**src/rtl/wb_router.sv**
```systemverilog
// Routes ALU results to register A/B, discards them, or issues a memory write and waits for ack.
// Latency: register writes land at the transfer edge; memory writes hold until ack or TIMEOUT cycles.
// Backpressure: res_ready drops for the whole memory-write wait, so one write is in flight at a time.
module wb_router #(
    parameter int WIDTH   = 8,
    parameter int ADDR_W  = 8,
    parameter int TIMEOUT = 15
) (
    input  logic              clk,
    input  logic              rst_n,
    input  logic              res_valid,
    output logic              res_ready,
    input  logic [WIDTH-1:0]  res_data,
    input  logic [ADDR_W-1:0] res_addr,
    input  logic [1:0]        dest,
    output logic [WIDTH-1:0]  reg_a,
    output logic [WIDTH-1:0]  reg_b,
    output logic              mem_we,
    output logic [ADDR_W-1:0] mem_addr,
    output logic [WIDTH-1:0]  mem_wdata,
    input  logic              mem_ack,
    output logic              err,
    input  logic              err_clr,
    output logic [7:0]        wr_count
);

    typedef enum logic {IDLE, WAIT_ACK} state_t;

    localparam logic [1:0] DEST_A    = 2'b00;
    localparam logic [1:0] DEST_B    = 2'b01;
    localparam logic [1:0] DEST_MEM  = 2'b11;
    localparam logic [7:0] TO_LAST   = 8'(TIMEOUT - 1);

    state_t     state;
    logic [7:0] tcnt;

    assign res_ready = (state == IDLE);

    always_ff @(posedge clk or negedge rst_n) begin
        if (!rst_n) begin
            state     <= IDLE;
            reg_a     <= '0;
            reg_b     <= '0;
            mem_we    <= 1'b0;
            mem_addr  <= '0;
            mem_wdata <= '0;
            err       <= 1'b0;
            wr_count  <= '0;
            tcnt      <= '0;
        end else begin
            // A timeout below overrides this clear on the same edge.
            if (err_clr)
                err <= 1'b0;
            case (state)
                IDLE: begin
                    if (res_valid) begin
                        case (dest)
                            DEST_A: reg_a <= res_data;
                            DEST_B: reg_b <= res_data;
                            DEST_MEM: begin
                                mem_addr  <= res_addr;
                                mem_wdata <= res_data;
                                mem_we    <= 1'b1;
                                tcnt      <= '0;
                                state     <= WAIT_ACK;
                            end
                            default: ;
                        endcase
                    end
                end
                WAIT_ACK: begin
                    if (mem_ack) begin
                        mem_we   <= 1'b0;
                        wr_count <= wr_count + 8'd1;
                        state    <= IDLE;
                    end else if (tcnt == TO_LAST) begin
                        mem_we <= 1'b0;
                        err    <= 1'b1;
                        state  <= IDLE;
                    end else begin
                        tcnt <= tcnt + 8'd1;
                    end
                end
                default: state <= IDLE;
            endcase
        end
    end

endmodule

```
**config.mk**
```make
export PLATFORM = sky130hd
export DESIGN_NAME = wb_router
export DESIGN_NICKNAME = d
export VERILOG_FILES = /design/src/rtl/wb_router.sv
export SDC_FILE = /design/constraint.sdc
export NUM_CORES = 1
export LEC_CHECK = 0
export CORE_UTILIZATION = 41
export CTS_CLUSTER_SIZE = 28
export DETAILED_ROUTE_END_ITERATION = 7
export GPL_TIMING_DRIVEN = 1
export PLACE_DENSITY = 0.75
export RECOVER_POWER = 50
export SETUP_SLACK_MARGIN = 0.15
export SYNTH_ARGS = -nofsm -noshare
export SYNTH_HDL_FRONTEND = slang
export SYNTH_SLANG_ARGS = --single-unit
```
**constraint.sdc**
```tcl
create_clock -name clk -period 1.4 [get_ports clk]
set_clock_uncertainty 0.15 [all_clocks]
set_input_delay 0.21 -clock clk [delete_from_list [all_inputs] [get_ports clk]]
set_output_delay 0.21 -clock clk [all_outputs]
set_load 0.02 [all_outputs]
```
==> metrics.md <==
| Metric | Value |
|---|---|
| DP Worst Slack | -0.416 ns |
| Maximum root-to-sink buffer count | 2 |
| Count of mapped cells out of synthesis | 157 |
| Largest net degree at the start of global routing | 23 |
| Count of final max-slew check failures | 0 |
| Flop and latch count out of synthesis | 51 |
| Placeable core area | 0.00485 mm2 |
| Global-route wire length before repair | around 8.0 mm |
| Final Cycle Share | 1.13 |
| Cell Count, Final, Fillers Out | 355 |
| Port-buffer cells | 65 |
| Combined area of the multi-input logic cells | between 0.001 and 0.0015 mm2 |
| Antenna diode count | 0 |
| Worst-Skew Late Latency | 0.32 ns |
| Cts bufs inserted | 5 |
| Outcome | finished with violations |
| Min Clock Period, post-route | 1.58 ns |
| Number of vias per cell after detailed routing | 5.01 |
| Unrepaired setup endpoints after global routing | yes |
| Weighted congestion at the end of routability-driven global placement | about 0.79 |
| Post-Place Cell Area | between 0.003 and 0.004 mm2 |
| I/O pin cnt | 66 |
| Area taken by flip-flops and latches | 0.00128 mm2 |
| Max-cap violation count | 0 |
| Number of flops mapped to enable cells by yosys | 0 |
| Clock tree from TritonCTS | done |
| Pwr Density | 1400 mW/mm2 |
| Fraction of registers with async set or reset after synthesis | 1.00 |
| Most common cell in the netlist | sky130_fd_sc_hd__dfrtp_1 |
| Horizontal die dimension | between 70 and 80 um |
| Filler cells | a little under 300 |
| CP Data Required Time | 1.51 ns |
| Crit Path Class | flip-flop to flip-flop |
| Final Hold Vio Count | 0 |
| Drt drc | 0 |
| Average size of a mapped cell | 13.5 um2 |
| Overall track demand over capacity in global routing | 0.199 |
| Initial antenna violation count | 0 |
| Maximum fanout encountered on the critical timing path | 6 |
| Most frequently used flop master after synthesis | sky130_fd_sc_hd__dfrtp_1 |
| Sum of net half-perimeters after detailed placement | 3.50 mm |
| H-tree depth | 2 |
| FMAX | 632 MHz |
| Fraction of post-synthesis cell area in the top cell type by area | 0.602 |
| Vertical die dimension | 73.9 um |
| Cell type contributing the most total cell area after synthesis | sky130_fd_sc_hd__dfrtp_1 |
| Cell count after placement | 310 |
| Cell area after layout | ~0.0037 mm2 |
| Nature of the critical path startpoint | flip-flop |
| Total overflow reported by the global router | 0 |
| Top cells by area in the synthesized netlist | sky130_fd_sc_hd__dfrtp_1 (60%), sky130_fd_sc_hd__mux2_2 (18%), sky130_fd_sc_hd__nand3_1 (3.5%) |
| Vias | 1,777 |
| Worst VDD drop | 1.17 mV |
| Worst max-slew margin expressed relative to the limit | 0.526 |
| Layout overhead on the synthesized area | 76.9% |
| Sequential element share of the synthesized area | 0.602 |
| Number of nets with antenna violations after detailed routing | 0 |
| Slew @ Worst Pin | 0.710 ns |
| Site row count | 25 |
| Routed length per instance | ~16 um |
| Wire length reported by the detailed router | 5.82 mm |
| Lkg Pwr | 1.75 nW |
| Worst path arrival time | around 1.7 ns |
| Number of distinct library cell variants in the gate-level netlist after synthesis | 33 |
| Post-Syn Area | 0.00212 mm2 |
| DRT Pass-1 Iters | 4 |
| Final setup viols | 43 |
| Via count of the first global-routing pass | approximately 1.6k |
| Layout cells sized above 1 | 0.628 |
| Root buf cell | sky130_fd_sc_hd__clkbuf_8 |
| Number of clock sinks | 51 |
| Type of the most critical hold path | primary input to async pin |
| Die Area | 0.00546 mm2 |
| Synth top cells by count | sky130_fd_sc_hd__dfrtp_1 (51), sky130_fd_sc_hd__mux2_2 (33), sky130_fd_sc_hd__nand3_1 (15) |
| Post-Synthesis Net Count | 183 |
| Count of routing violations after the opening detailed-route iteration | 46 |
| Clock Pin Slew Worst Setup and Hold Paths | 0.10 ns |
| Yosys warning count | 0 |
| Critical path capture point type | flip-flop |
| Initial Util | 0.437 |
| Violated checks | setup timing |
| Net total in the final layout | 313 |
| Smallest setup slack after layout | -0.181 ns |
layout by cell type (no fill, tap or decap), types with 3 or more instances in the layout:
master	count
sky130_fd_sc_hd__o21ai_1	3
sky130_fd_sc_hd__dfrtp_2	6
sky130_fd_sc_hd__dfrtp_1	45
sky130_fd_sc_hd__xnor2_1	3
sky130_fd_sc_hd__nand2_1	3
sky130_fd_sc_hd__nand4_1	3
sky130_fd_sc_hd__buf_2	12
sky130_fd_sc_hd__nand3_2	5
sky130_fd_sc_hd__clkdlybuf4s50_1	21
sky130_fd_sc_hd__inv_1	6
sky130_fd_sc_hd__mux2_4	17
sky130_fd_sc_hd__nand3_1	7
sky130_fd_sc_hd__mux2_2	16
sky130_fd_sc_hd__clkbuf_8	5
sky130_fd_sc_hd__buf_4	43
sky130_fd_sc_hd__buf_12	3
sky130_fd_sc_hd__buf_6	44
sky130_fd_sc_hd__nand3_4	3
power breakdown:
group	total (mW)	switching, mW	internal (mW)
combinational	2.21	0.948	1.26
clock	0.928	0.557	0.371
sequential	2.10	0.294	1.81
total	5.24	1.80	3.44
state kept, by name, indices dropped and copies added (netlist names):
signal,count
mem_addr,8
mem_wdata,8
reg_a,8
reg_b,8
tcnt,8
wr_count,8
err,1
mem_we,1
state,1
worst paths after layout:
path                                               from                      end  slack [ns]  cells after the start
worst max-delay path                tcnt[3]$_DFFE_PN0P_      tcnt[3]$_DFFE_PN0P_       -0.18                      4
worst min-delay path                              rst_n     reg_a[6]$_DFFE_PN0P_        0.30                      2
worst max register to register      tcnt[3]$_DFFE_PN0P_      tcnt[3]$_DFFE_PN0P_       -0.18                      4
worst min register to register  mem_addr[5]$_DFFE_PN0P_  mem_addr[5]$_DFFE_PN0P_        0.36                      1
max in group asynchronous                         rst_n  mem_addr[5]$_DFFE_PN0P_        0.06                      3
min in group clk                                err_clr            err$_DFF_PN0_        0.34                      2
per-stage QoR:
| step | setup TNS, ns | hold WS [ns] | util | power [mW] |
|---|---|---|---|---|
| final | -5.42 | 0.304 | 0.773 | 5.24 |
| after global routing | -9.06 | 0.324 | 0.773 | 5.46 |
| after CTS | -3.65 | 0.162 | 0.681 | 4.80 |
| after detailed placement | -14.63 | -0.0339 | 0.654 | 3.83 |
| after global placement | -13.78 | -0.0311 | 0.654 | 3.79 |
| after floorplan | -3.25 | -0.236 | - | 2.90 |
what timing repair did:
item | 4_1_cts | 5_1_grt
pin swaps | 3 | 9
setup buffers | 14 | 20
endpoints found under the setup margin | 91 | 84
gates resized for setup | 210 | 70
hold buffers | 1 | 0
gates cloned | 0 | 2
hold endpoints to repair | 51 | 0
routing by layer:
layer  up-vias  share of wire  routed length [um]  track usage
met5         -              0                   0            0
met4         0          0.013                  76       0.0641
met3         8          0.045                 264       0.0494
met2        47           0.53                3080        0.345
met1       894           0.41                2400        0.241
li1        828              -                   -            -
layout make-up:
type                            count  share of cell area
Sequential cell                    51               0.342
Timing Repair Buffer              126               0.317
Clock inverter                      3             0.00734
Tap cell                           67              0.0224
Inverter                            6             0.00601
Multi-Input combinational cell     97               0.287
Clock buffer                        5              0.0184
worst max-delay path: stages, from the launching register on:
cell                      delay, ns
sky130_fd_sc_hd__dfrtp_1       0.39
sky130_fd_sc_hd__and2_1        0.24
sky130_fd_sc_hd__a41o_4        0.33
sky130_fd_sc_hd__or3_1         0.33
sky130_fd_sc_hd__nand3_1       0.09
logic make-up (layout without fill, tap and decap cells):
| group | after synthesis | count (layout) | synth area share |
|---|---|---|---|
| AO/OA/AOI/OAI | 16 | 16 | 0.0525 |
| XOR/XNOR | 7 | 7 | 0.0289 |
| adder cells (fa/ha/maj) | 3 | 3 | 0.0177 |
| buffers and inverters | 9 | 140 | 0.0177 |
| flip-flops | 51 | 51 | 0.602 |
| multiplexers | 33 | 33 | 0.175 |
| AND/OR/NAND/NOR | 38 | 38 | 0.106 |
Note: power is estimated with default switching activity, not from simulation.
